$ cat config.mk
export PLATFORM = sky130hd
export DESIGN_NAME = rr_arb_param
export DESIGN_NICKNAME = d
export VERILOG_FILES = /design/src/rtl/rr_arb_param.sv
export SDC_FILE = /design/constraint.sdc
export NUM_CORES = 1
export LEC_CHECK = 0
export ABC_AREA = 1
export BUFFER_PORTS_ARGS = -buffer_cell sky130_fd_sc_hd__buf_2
export CELL_PAD_IN_SITES_DETAIL_PLACEMENT = 1
export CELL_PAD_IN_SITES_GLOBAL_PLACEMENT = 1
export CORE_UTILIZATION = 39
export DETAILED_ROUTE_END_ITERATION = 12
export MAX_ROUTING_LAYER = met4
export PLACE_DENSITY = 0.78
export SYNTH_ARGS = -nofsm -noshare
export SYNTH_HDL_FRONTEND = slang
export SYNTH_SLANG_ARGS = --single-unit
$ cat constraint.sdc
create_clock -name clk -period 2.64 [get_ports clk]
set_clock_uncertainty 0.05 [all_clocks]
set_input_delay 0.132 -clock clk [delete_from_list [all_inputs] [get_ports clk]]
set_output_delay 0.132 -clock clk [all_outputs]
set_load 0.02 [all_outputs]
$ cat src/rtl/rr_arb_param.sv
// N-requester round-robin arbiter with a registered one-hot grant, an encoded
// grant ID and a bounded burst (hold) limit before forced rotation.
module rr_arb_param #(
  parameter int N        = 4,
  parameter int MAX_HOLD = 4,
  parameter int ID_W     = $clog2(N)
) (
  input  logic            clk,
  input  logic            resetn,
  input  logic            arb_en,
  input  logic [N-1:0]    req,
  output logic [N-1:0]    gnt,
  output logic            gnt_vld,
  output logic [ID_W-1:0] gnt_id
);

  localparam int              CNT_W   = $clog2(MAX_HOLD + 1);
  localparam logic [CNT_W-1:0] CNT_MAX = CNT_W'(MAX_HOLD);
  localparam logic [ID_W-1:0]  PTR_RST = ID_W'(N - 1);

  logic [N-1:0]     r_gnt;
  logic [ID_W-1:0]  r_id;
  logic [ID_W-1:0]  r_ptr;
  logic [CNT_W-1:0] r_cnt;

  logic             w_vld;
  logic             w_own_req;
  logic             w_others;
  logic             w_hold;
  logic             w_force;
  logic [N-1:0]     w_cand;
  logic             w_found;
  logic [ID_W-1:0]  w_win;
  logic [N-1:0]     w_onehot;
  logic [CNT_W-1:0] w_cnt_inc;

  assign w_vld     = |r_gnt;
  assign w_own_req = |(req & r_gnt);
  assign w_others  = |(req & ~r_gnt);

  // The counter saturates, so "cnt < MAX_HOLD" is simply "cnt != MAX_HOLD".
  assign w_hold  = w_vld && w_own_req && ((r_cnt != CNT_MAX) || !w_others);
  assign w_force = w_vld && w_own_req && w_others && (r_cnt == CNT_MAX);

  // A forced rotation removes the owner from the candidate set; otherwise the
  // owner sits at r_ptr and is reached last by the circular search.
  assign w_cand = w_force ? (req & ~r_gnt) : req;

  always_comb begin
    int idx;
    idx     = 0;
    w_found = 1'b0;
    w_win   = '0;
    for (int k = 1; k <= N; k++) begin
      idx = int'(r_ptr) + k;
      if (idx >= N) idx = idx - N;
      if (!w_found && w_cand[ID_W'(idx)]) begin
        w_found = 1'b1;
        w_win   = ID_W'(idx);
      end
    end
  end

  assign w_onehot  = N'(1) << w_win;
  assign w_cnt_inc = (r_cnt == CNT_MAX) ? r_cnt : r_cnt + CNT_W'(1);

  always_ff @(posedge clk or negedge resetn) begin
    if (!resetn) begin
      r_gnt <= '0;
      r_id  <= '0;
      r_ptr <= PTR_RST;
      r_cnt <= '0;
    end else if (!arb_en) begin
      r_gnt <= '0;
      r_id  <= '0;
      r_cnt <= '0;
    end else if (w_hold) begin
      r_cnt <= w_cnt_inc;
    end else if (w_found) begin
      r_gnt <= w_onehot;
      r_id  <= w_win;
      r_ptr <= w_win;
      r_cnt <= CNT_W'(1);
    end else begin
      r_gnt <= '0;
      r_id  <= '0;
      r_cnt <= '0;
    end
  end

  assign gnt     = r_gnt;
  assign gnt_vld = w_vld;
  assign gnt_id  = r_id;

endmodule
## After elaboration in Yosys (flattened, before gate mapping)

Index checks and enable logic that the tools add are counted.

- Register bits after elaboration: 11
- Bits in latches: 0
- Bits in writable memories: 0
- Bits in read-only memories: 0
- Output and inout port bits: 7
- Logic and storage cells: 81
- Memories kept: 0

- $add $sub $neg: 9
- $mul: 0
- Divide/modulo/power cells: 0
- Order comparisons: 8
- Equality and inequality tests: 4
- Shifts and indexed selects: 1
- Multiplexer cells: 35
- Bitwise gates (word level): 4
- Reduce and logical (&&, ||, !) cells: 16

Operator list:

| cell | number |
|---|---|
| $mux W2 | 11 |
| $lt A2 B4 Y1 const B | 4 |
| $mux W4 | 4 |
| $mux W1 | 13 |
| $reduce_or A4 Y1 | 3 |
| $ge A3 B3 Y1 const B | 3 |
| $mux W3 | 3 |
| $and A4 B4 Y4 | 2 |
| $bmux W1 S2 | 4 |
| $sub A2 B1 Y2 const B | 4 |
| $logic_and A1 B1 Y1 | 7 |
| $add A2 B2 Y3 const B | 2 |
| $ne A3 B3 Y1 const B | 2 |
| $add A2 B3 Y4 const B | 1 |
| $ge A4 B3 Y1 const B | 1 |
| $logic_not A1 Y1 | 4 |
| $not A4 Y4 | 1 |
| $shl A1 B2 Y4 const A | 1 |
| $add A2 B1 Y3 const B | 1 |
| $add A3 B1 Y3 const B | 1 |
| $eq A3 B3 Y1 const B | 1 |
| $reduce_and A3 Y1 | 1 |
| $ne A2 B2 Y1 const B | 1 |
| $logic_or A1 B1 Y1 | 1 |
| $not A1 Y1 | 1 |

## Longest topological paths before layout

Gate-level depths: netlist of run 1.

- Word-level depth: 23
- Mapped depth: 17
- Gate-level depth less buffers: 17

## Worst setup path after synthesis of run 1

No wires, ideal clock.

- Path kind: reg2reg
- From: reg r_cnt[0]
- To: reg r_gnt[0], in the netlist gnt[0]
- Arrival time: 1838 ps
- Required time: 2473 ps
- Setup slack: 635 ps
- Stages on the path, launching flop included: 16
- Clock period less this slack: 2005 ps
- Cell sequence: dfrtp_1 -> inv_1 -> ha_1 -> nand2_1 -> inv_1 -> nand3_4 -> nand2_1 -> nand3_1 -> nand2_2 -> nand2_2 -> nand2_4 -> nand3_4 -> o21ai_4 -> inv_2 -> nand3_1 -> nand2_1

- Longest elaborated chain between the ends: 20

Ends and longest elaborated chain:

| element | RTL line | text |
|---|---|---|
| start: declaration | 24 | `logic [CNT_W-1:0] r_cnt;` |
| start signal: assignment | 78 | `r_cnt <= w_cnt_inc;` |
| $eq A3 B3 Y1 | 43 | `assign w_force = w_vld && w_own_req && w_others && (r_cnt == CNT_MAX);` |
| $logic_and A1 B1 Y1 | 43 |  |
| $mux W4 | 47 | `assign w_cand = w_force ? (req & ~r_gnt) : req;` |
| $bmux W1 S2 | 57 | `if (!w_found && w_cand[ID_W'(idx)]) begin` |
| $mux W1 (implied by the code) (2 in a row) | 57 |  |
| $mux W1 | 57 |  |
| $logic_not A1 Y1 | 57 |  |
| $logic_and A1 B1 Y1 | 57 |  |
| [... 3 more ...] | - |  |
| $mux W1 | 57 |  |
| $logic_not A1 Y1 | 57 |  |
| $logic_and A1 B1 Y1 | 57 |  |
| $mux W2 | 57 |  |
| $shl A1 B2 Y4 | 64 | `assign w_onehot = N'(1) << w_win;` |
| $mux W4 | 79 | `end else if (w_found) begin` |
| $mux W4 | 77 | `end else if (w_hold) begin` |
| $mux W4 | 73 | `end else if (!arb_en) begin` |
| end signal: assignment | 80 | `r_gnt <= w_onehot;` |
| end: declaration | 21 | `logic [N-1:0] r_gnt;` |

Several ways; a longest one is shown, not always the timed one. The select of a mux whose other input is x is not followed.
A chain may end at the register's enable or synchronous reset.

## Worst setup path after layout of run 1

Ends and elaborated chain as after synthesis.

==> metrics.md, run 1 <==
| Metric | Value |
|---|---|
| Dpl cells | 195 |
| # Max-Cap Violations | 0 |
| Clock sinks | 11 |
| Die extent in x | 52.6 µm |
| Core Rows | 17 |
| DR iter-0 viols | 14 |
| Post-synthesis mux area share | 0 |
| Layout area overhead | 12.9% |
| Status | finished clean |
| Register bit total from synthesis | 11 |
| GRT overflow | 0 |
| FF-to-FF Start | r_cnt[0] |
| Most common cell after layout, fill and taps aside | nand2_1 |
| Final Critical Period | 2.42 ns |
| F_max | 413 MHz |
| # H-tree levels | 1 |
| Critical Path Start Type | flip-flop |
| Cell area after synthesis | 997 µm² |
| Maximum vdd drop | 639 µV |
| Post-Syn Nets | 164 |
| Final Cycle Share | 0.917 |
| DRC | 0 |
| Reg area | 278 µm² |
| Via count of the first global-routing pass | 1,085 |
| Footprint of the multi-input gates | 626 µm² |
| DR vias | 1,062 |
| Main combinational cell family by area after synthesis | simple AND/OR/NAND/NOR gates |
| Post-synthesis simple-gate area fraction | 0.524 |
| Most frequent cells in the layout | nand2_1, nand3_1, inv_1, buf_2, dfrtp_1 |
| Syn Area/Cell | 6.43 µm² |
| DRT Wirelength | 2800 µm |
| Die outline height | 52.6 µm |
| Worst Hold Launch | arb_en |
| Pwr Total | 1.18 mW |
| WP data required | 2.75 ns |
| Cell count after synthesis | 155 |
| Hold Vio Cnt, Final | 0 |
| Pre-Repair DR Iteration Count | 4 |
| Relative slew slack | 0.561 |
| Post-Synth Adder-Cell Area | 0.0251 |
| Util after Layout | 0.486 |
| Final setup fails | 0 |
| Setup crit end kind | flip-flop |
| Maximum root-to-sink buffer count | 2 |
| Lkg Pwr | 0.623 nW |
| Synth Warn # | 0 |
| Clock Tree Root | clkbuf_4 |
| Share of the yosys chip area belonging to registers | 0.279 |
| GPL Wtd Cong | 0.869 |
| Post-DR vias/cell | 5.31 |
| Crit-path max FO | 8 |
| WS Path Type | reg2reg |
| Area contributors post-synth | dfrtp_1, nand2_1, nand3_1 |
| Die area | 2760 µm² |
| Setup_tns | 0 ns |
| FILL cells | 323 |
| Final std cells w/o fill | 200 |
| Clock network latency to the later pin of the worst-skew pair | 0.28 ns |
| Post-route ant nets | 0 |
| I/O pin total | 14 |
| PwrDens | 1050 nW/µm² |
| Gr usage total | 0.241 |
| Slew at the pin closest to its max-slew limit | 0.653 ns |
| CP startpoint | r_cnt[0] |
| Post-synth cell types | 22 |
| Arrival time at the worst endpoint | 2.53 ns |
| CTS buffer count | 3 |
| Diodes inserted | 0 |
| Post-synthesis compound-gate area fraction | 0.0602 |
| Post-Synth XOR/XNOR Area | 0.0176 |
| Initial antenna violation count | 0 |
| RSZ-0062 raised after global routing | false |
| Dpl hpwl | 2250 µm |
| Clock Pin Slew Worst Setup and Hold Paths | 0.07 ns |
| Initial core utilization | 0.430 |
| Leading area contributor after synthesis | dfrtp_1 |
| Share of the synthesized area in the top cell type | 0.226 |
| DR WL/cell | 14.0 µm |
| CTS tree | yes |
| Pins over their slew limit | 0 |
| Global-route wire length before repair | 4760 µm |
| Hold WC Path Type | in2reg |
| Area of the core | 2320 µm² |
| # nets final | 182 |
| PortBufs | 13 |
| Layout cells sized above 1 | 0.209 |
| Largest net degree at the start of global routing | 12 |
[where the power goes]
group	switching [mW]	internal [mW]	leakage, nW	total (mW)
clock network	0.0601	0.0587	0.0150	0.119
registers	0.0672	0.231	0.141	0.299
logic	0.532	0.232	0.467	0.764
total	0.659	0.522	0.623	1.18
[Yosys cell counts]
library cell  instances
dfstp_2               2
ha_1                  2
o21ai_1               1
clkinv_1              1
inv_1                19
nand2_2               6
nand3_1              23
nor2_1                7
nand4_1               8
xnor2_1               2
nand2_1              55
o21ai_0               3
a31oi_1               1
dfrtp_1               9
buf_4                 1
o21ai_4               1
a211oi_1              1
a21oi_1               2
nand3_4               2
inv_2                 3
nor2_2                3
nand2_4               3
[registers in the layout (all words and copies together) (netlist names)]
name / cells
gnt_id: 2
gnt: 4
r_cnt: 3
r_ptr: 2
[what timing repair did]
item,4_1_cts,5_1_grt
hold buffers,1,0
resized for setup,0,0
buffers inserted,0,0
hold endpoints to repair,11,0
[worst max-delay path, cell delays in order, from the launching register on]
cell and delay, ns:
dfrtp_1 0.40, inv_1 0.09, ha_1 0.15, nand2_1 0.08
inv_1 0.25, nand3_4 0.16, nand2_1 0.12, nand3_1 0.13
nand2_2 0.13, nand2_2 0.07, nand2_4 0.13, nand3_4 0.09
o21ai_4 0.20, inv_2 0.08, nand3_1 0.12, nand2_1 0.06
[metrics by stage]
stage	setup slack, ns	hold WS [ns]	cell area [µm²]
final	0.220	0.101	1130
after global routing	0.0165	0.110	1130
after CTS	0.227	0.0974	1130
after global placement	0.401	-0.0434	1090
after floorplan	0.635	-0.214	997
after detailed placement	0.233	-0.0348	1090
[cells by family after synthesis]
logic type                 after synthesis
AOI/OAI and AO/OA                        9
xor gates and xnor gates                 2
adders and majority gates                2
buffers and inverters                   24
DFF                                     11
and+or+nand+nor                        107
[layer usage]
metal | share of wire | vias to the layer above | wire (µm) | GRT usage
li1 | - | 535 | - | -
met4 | 0.015 | 0 | 43 | 0.0702
met2 | 0.50 | 21 | 1400 | 0.405
met5 | 0 | - | 0 | -
met1 | 0.45 | 499 | 1260 | 0.283
met3 | 0.032 | 7 | 91 | 0.0609
[final timing paths]
| check | to | slack (ns) | depth (start not counted) |
|---|---|---|---|
| worst min register to register | gnt_id[0] | 0.45 | 2 |
| max in group asynchronous | r_ptr[0] | 2.08 | 2 |
| worst min-delay path | r_cnt[2] | 0.10 | 3 |
| min in group asynchronous | gnt_id[1] | 0.20 | 2 |
| worst max register to register | gnt[0] | 0.22 | 15 |
| worst max-delay path | gnt[0] | 0.22 | 15 |
[layout make-up]
cell class / instances / area share
repair buffers: 14 / 0.0667
clock buffers: 4 / 0.0233
well taps: 28 / 0.0311
multi-input cells: 120 / 0.556
inverters: 23 / 0.0767
flip-flops and latches: 11 / 0.247
Power figures use the tool's default switching activity.
==> inputs of run 2 (changes only) <==
==> constraint.sdc (replaced) <==
create_clock -name clk -period 2.3 [get_ports clk]
set_clock_uncertainty 0.05 [all_clocks]
set_input_delay 0.115 -clock clk [delete_from_list [all_inputs] [get_ports clk]]
set_output_delay 0.115 -clock clk [all_outputs]
set_load 0.02 [all_outputs]
==> run 2 against run 1 <==
Net effect:
- die area is the same
- sequential power up 16%
- combinational power rose by 36%
- sequential cell count unchanged
==> metrics.md, run 2 (synthesis results as in run 1) <==
| Metric | Value |
|---|---|
| Lkg Pwr | 0.699 nW (+12%) |
| Combinational share of power | 0.680 (+0.033) |
| Relative slew slack | 0.593 (+0.0318) |
| Crit-path max FO | 8 (unchanged) |
| P_sw | 0.839 mW (+27%) |
| DRT Wirelength | 3190 µm (+14%) |
| FF-to-FF Start | gnt[2] |
| Reg area | 278 µm² (unchanged) |
| Placed Area | 1110 µm² (+2.1%) |
| PortBufs | 13 (unchanged) |
| PwrDens | 1160 nW/µm² (+11%) |
| Reg2reg setup slack | 0.10 ns (-0.12 ns) |
| WS Path Type | reg2reg |
| Setup crit end kind | flip-flop |
| # Max-Cap Violations | 0 (unchanged) |
| Post-route ant nets | 0 (unchanged) |
| Initial antenna violation count | 0 (unchanged) |
| Maximum root-to-sink buffer count | 2 (unchanged) |
| Dpl cells | 198 (+1.5%) |
| Max reg flops | 4 (unchanged) |
| Pwr Total | 1.53 mW (+30%) |
| Post-DR vias/cell | 5.33 (+0.29%) |
| Critical Path Start Type | flip-flop |
| Via count of the first global-routing pass | 1,042 (-4.0%) |
| Sw Ratio | 0.547 (-0.0110) |
| Clock Pin Slew Worst Setup and Hold Paths | 0.08 ns (about the same) |
| Diodes inserted | 0 (unchanged) |
| DR iter-0 viols | 16 (+2) |
| Hold WC Path Type | in2reg |
| Fin area | 1320 µm² (+17%) |
| Util after Layout | 0.569 (+0.0836) |
| Delay-heaviest family, CP | simple AND/OR/NAND/NOR gates |
| # nets final | 194 (+6.6%) |
| Pins over their slew limit | 0 (unchanged) |
| Core Rows | 17 (unchanged) |
| DRC | 0 (unchanged) |
| Setup_tns | 0 ns (unchanged) |
| Crit-path cells | inv_2, nand2_2, nand2_1, inv_2, nand2_4, nand3_4, nand2_2, nand3_4, nand2_4, nand2_1, nand2_2, nand3_4, o21ai_4, inv_2, nand3_1, nand2_1 |
| Clock sinks | 11 (unchanged) |
| Clock network latency to the later pin of the worst-skew pair | 0.28 ns (about the same) |
| Max stage delay on crit path | 0.44 ns (+0.04 ns) |
| Layout area overhead | 32.4% |
| Final Cycle Share | 0.955 (+0.0389) |
| Die area | 2760 µm² (unchanged) |
| Die outline height | 52.6 µm (unchanged) |
| Clock network fraction of total power | 0.093 (-0.008) |
| Most frequent cells in the layout | nand2_1, nand3_1, inv_1, nand2_2, buf_2 |
| Pre-Repair DR Iteration Count | 4 (unchanged) |
| Gr usage total | 0.241 (-0.000321) |
| Maximum vdd drop | 749 µV (+17%) |
| Worst R2R Path Depth | 16 (+1) |
| DR vias | 1,129 (+6.3%) |
| Arrival time at the worst endpoint | 2.33 ns (-0.20 ns) |
| GPL Wtd Cong | 0.863 (-0.74%) |
| CTS buffer count | 3 (unchanged) |
| Hold Vio Cnt, Final | 0 (unchanged) |
| Initial core utilization | 0.430 (unchanged) |
| CP startpoint | gnt[2] |
| Status | finished clean |
| Critical Path Sink | gnt[0] |
| FILL cells | 312 (-3.4%) |
| F_max | 455 MHz (+10%) |
| Place WS | 0.0151 ns (-0.218 ns) |
| Levels on crit path | 16 (+1) |
| Global-route wire length before repair | 4800 µm (+0.86%) |
| Final std cells w/o fill | 212 (+6.0%) |
| Worst Hold Slack | 0.0778 ns (-0.0236 ns) |
| Final Critical Period | 2.20 ns (-0.222 ns) |
| Footprint of the multi-input gates | 726 µm² (+16%) |
| Area of the core | 2320 µm² (unchanged) |
| Dpl hpwl | 2290 µm (+2.0%) |
| # H-tree levels | 1 (unchanged) |
| Worst setup margin | 0.102 ns (-0.118 ns) |
| Final setup fails | 0 (unchanged) |
| Die extent in x | 52.6 µm (unchanged) |
| Largest net degree at the start of global routing | 12 (unchanged) |
| WP data required | 2.43 ns (-0.32 ns) |
| P_int | 0.695 mW (+33%) |
| Clock Tree Root | clkbuf_4 |
| Slew at the pin closest to its max-slew limit | 0.606 ns (-0.0474 ns) |
| Reg-to-reg endpoint | gnt[0] |
| Layout cells sized above 1 | 0.386 (+0.177) |
| Seq pwr share | 0.227 (-0.026) |
| CP max stage cell | dfrtp_1 |
| GRT overflow | 0 (unchanged) |
| Worst path bufs/invs | 3 (unchanged) |
| Most common cell after layout, fill and taps aside | nand2_1 |
| CTS tree | yes |
| I/O pin total | 14 (unchanged) |
| DR WL/cell | 15.0 µm (+7.2%) |
## run 2: cell count changes in the layout (fill, tap and decap cells not counted), sizes merged
cell,previous run,this run
buf,13,25
clkinv,1,2
clkbuf,4,3
## run 2: worst min-delay path by stage
stage | start | endpoint | depth (start not counted)
global placement | resetn | gnt_id[1] | 1
CTS | arb_en | r_cnt[2] | 3
global route | arb_en | r_cnt[2] | 3
finish | arb_en | r_cnt[2] | 3
floorplan | resetn | gnt[0] | 0
detailed placement | resetn | gnt_id[0] | 1
## run 2: final cells by class
type,count,area share
inverters,23,0.0673
clock inverters,1,0.00379
well taps,28,0.0265
clock buffers,3,0.0171
repair buffers,26,0.125
multi-input cells,120,0.550
flip-flops and latches,11,0.210
## run 2: layer usage
metal | vias to the layer above | routed length, µm | part of all wire | track usage
li1 | 559 | - | - | -
met1 | 534 | 1450 | 0.45 | 0.304
met2 | 27 | 1560 | 0.49 | 0.395
met3 | 9 | 111 | 0.035 | 0.0580
met4 | 0 | 65 | 0.020 | 0.0439
met5 | - | 0 | 0 | -
## run 2: repair_timing
item | in CTS | in global routing
gates resized for setup | 0 | 32
hold buffers | 1 | 0
hold endpoints to repair | 11 | 0
buffers inserted | 0 | 9
endpoints found under the setup margin | 0 | 9
## run 2: power groups by stage
| stage | sequential [mW] | clock, mW | combinational (mW) |
|---|---|---|---|
| 4_1_cts | 0.337 | 0.140 | 0.893 |
| 3_3_place_gp | 0.342 | 0 | 0.862 |
| 6_report | 0.348 | 0.142 | 1.04 |
| 5_1_grt | 0.353 | 0.155 | 1.17 |
| 3_5_place_dp | 0.341 | 0 | 0.885 |
| 2_1_floorplan | 0.334 | 0 | 0.667 |
## run 2: worst reg2reg max path: stages (launching register included)
cell     delay [ns]
dfrtp_1        0.44
inv_2          0.10
nand2_2        0.08
nand2_1        0.09
inv_2          0.04
nand2_4        0.10
nand3_4        0.17
nand2_2        0.14
nand3_4        0.08
nand2_4        0.10
nand2_1        0.07
nand2_2        0.11
nand3_4        0.09
o21ai_4        0.21
inv_2          0.09
nand3_1        0.09
nand2_1        0.05
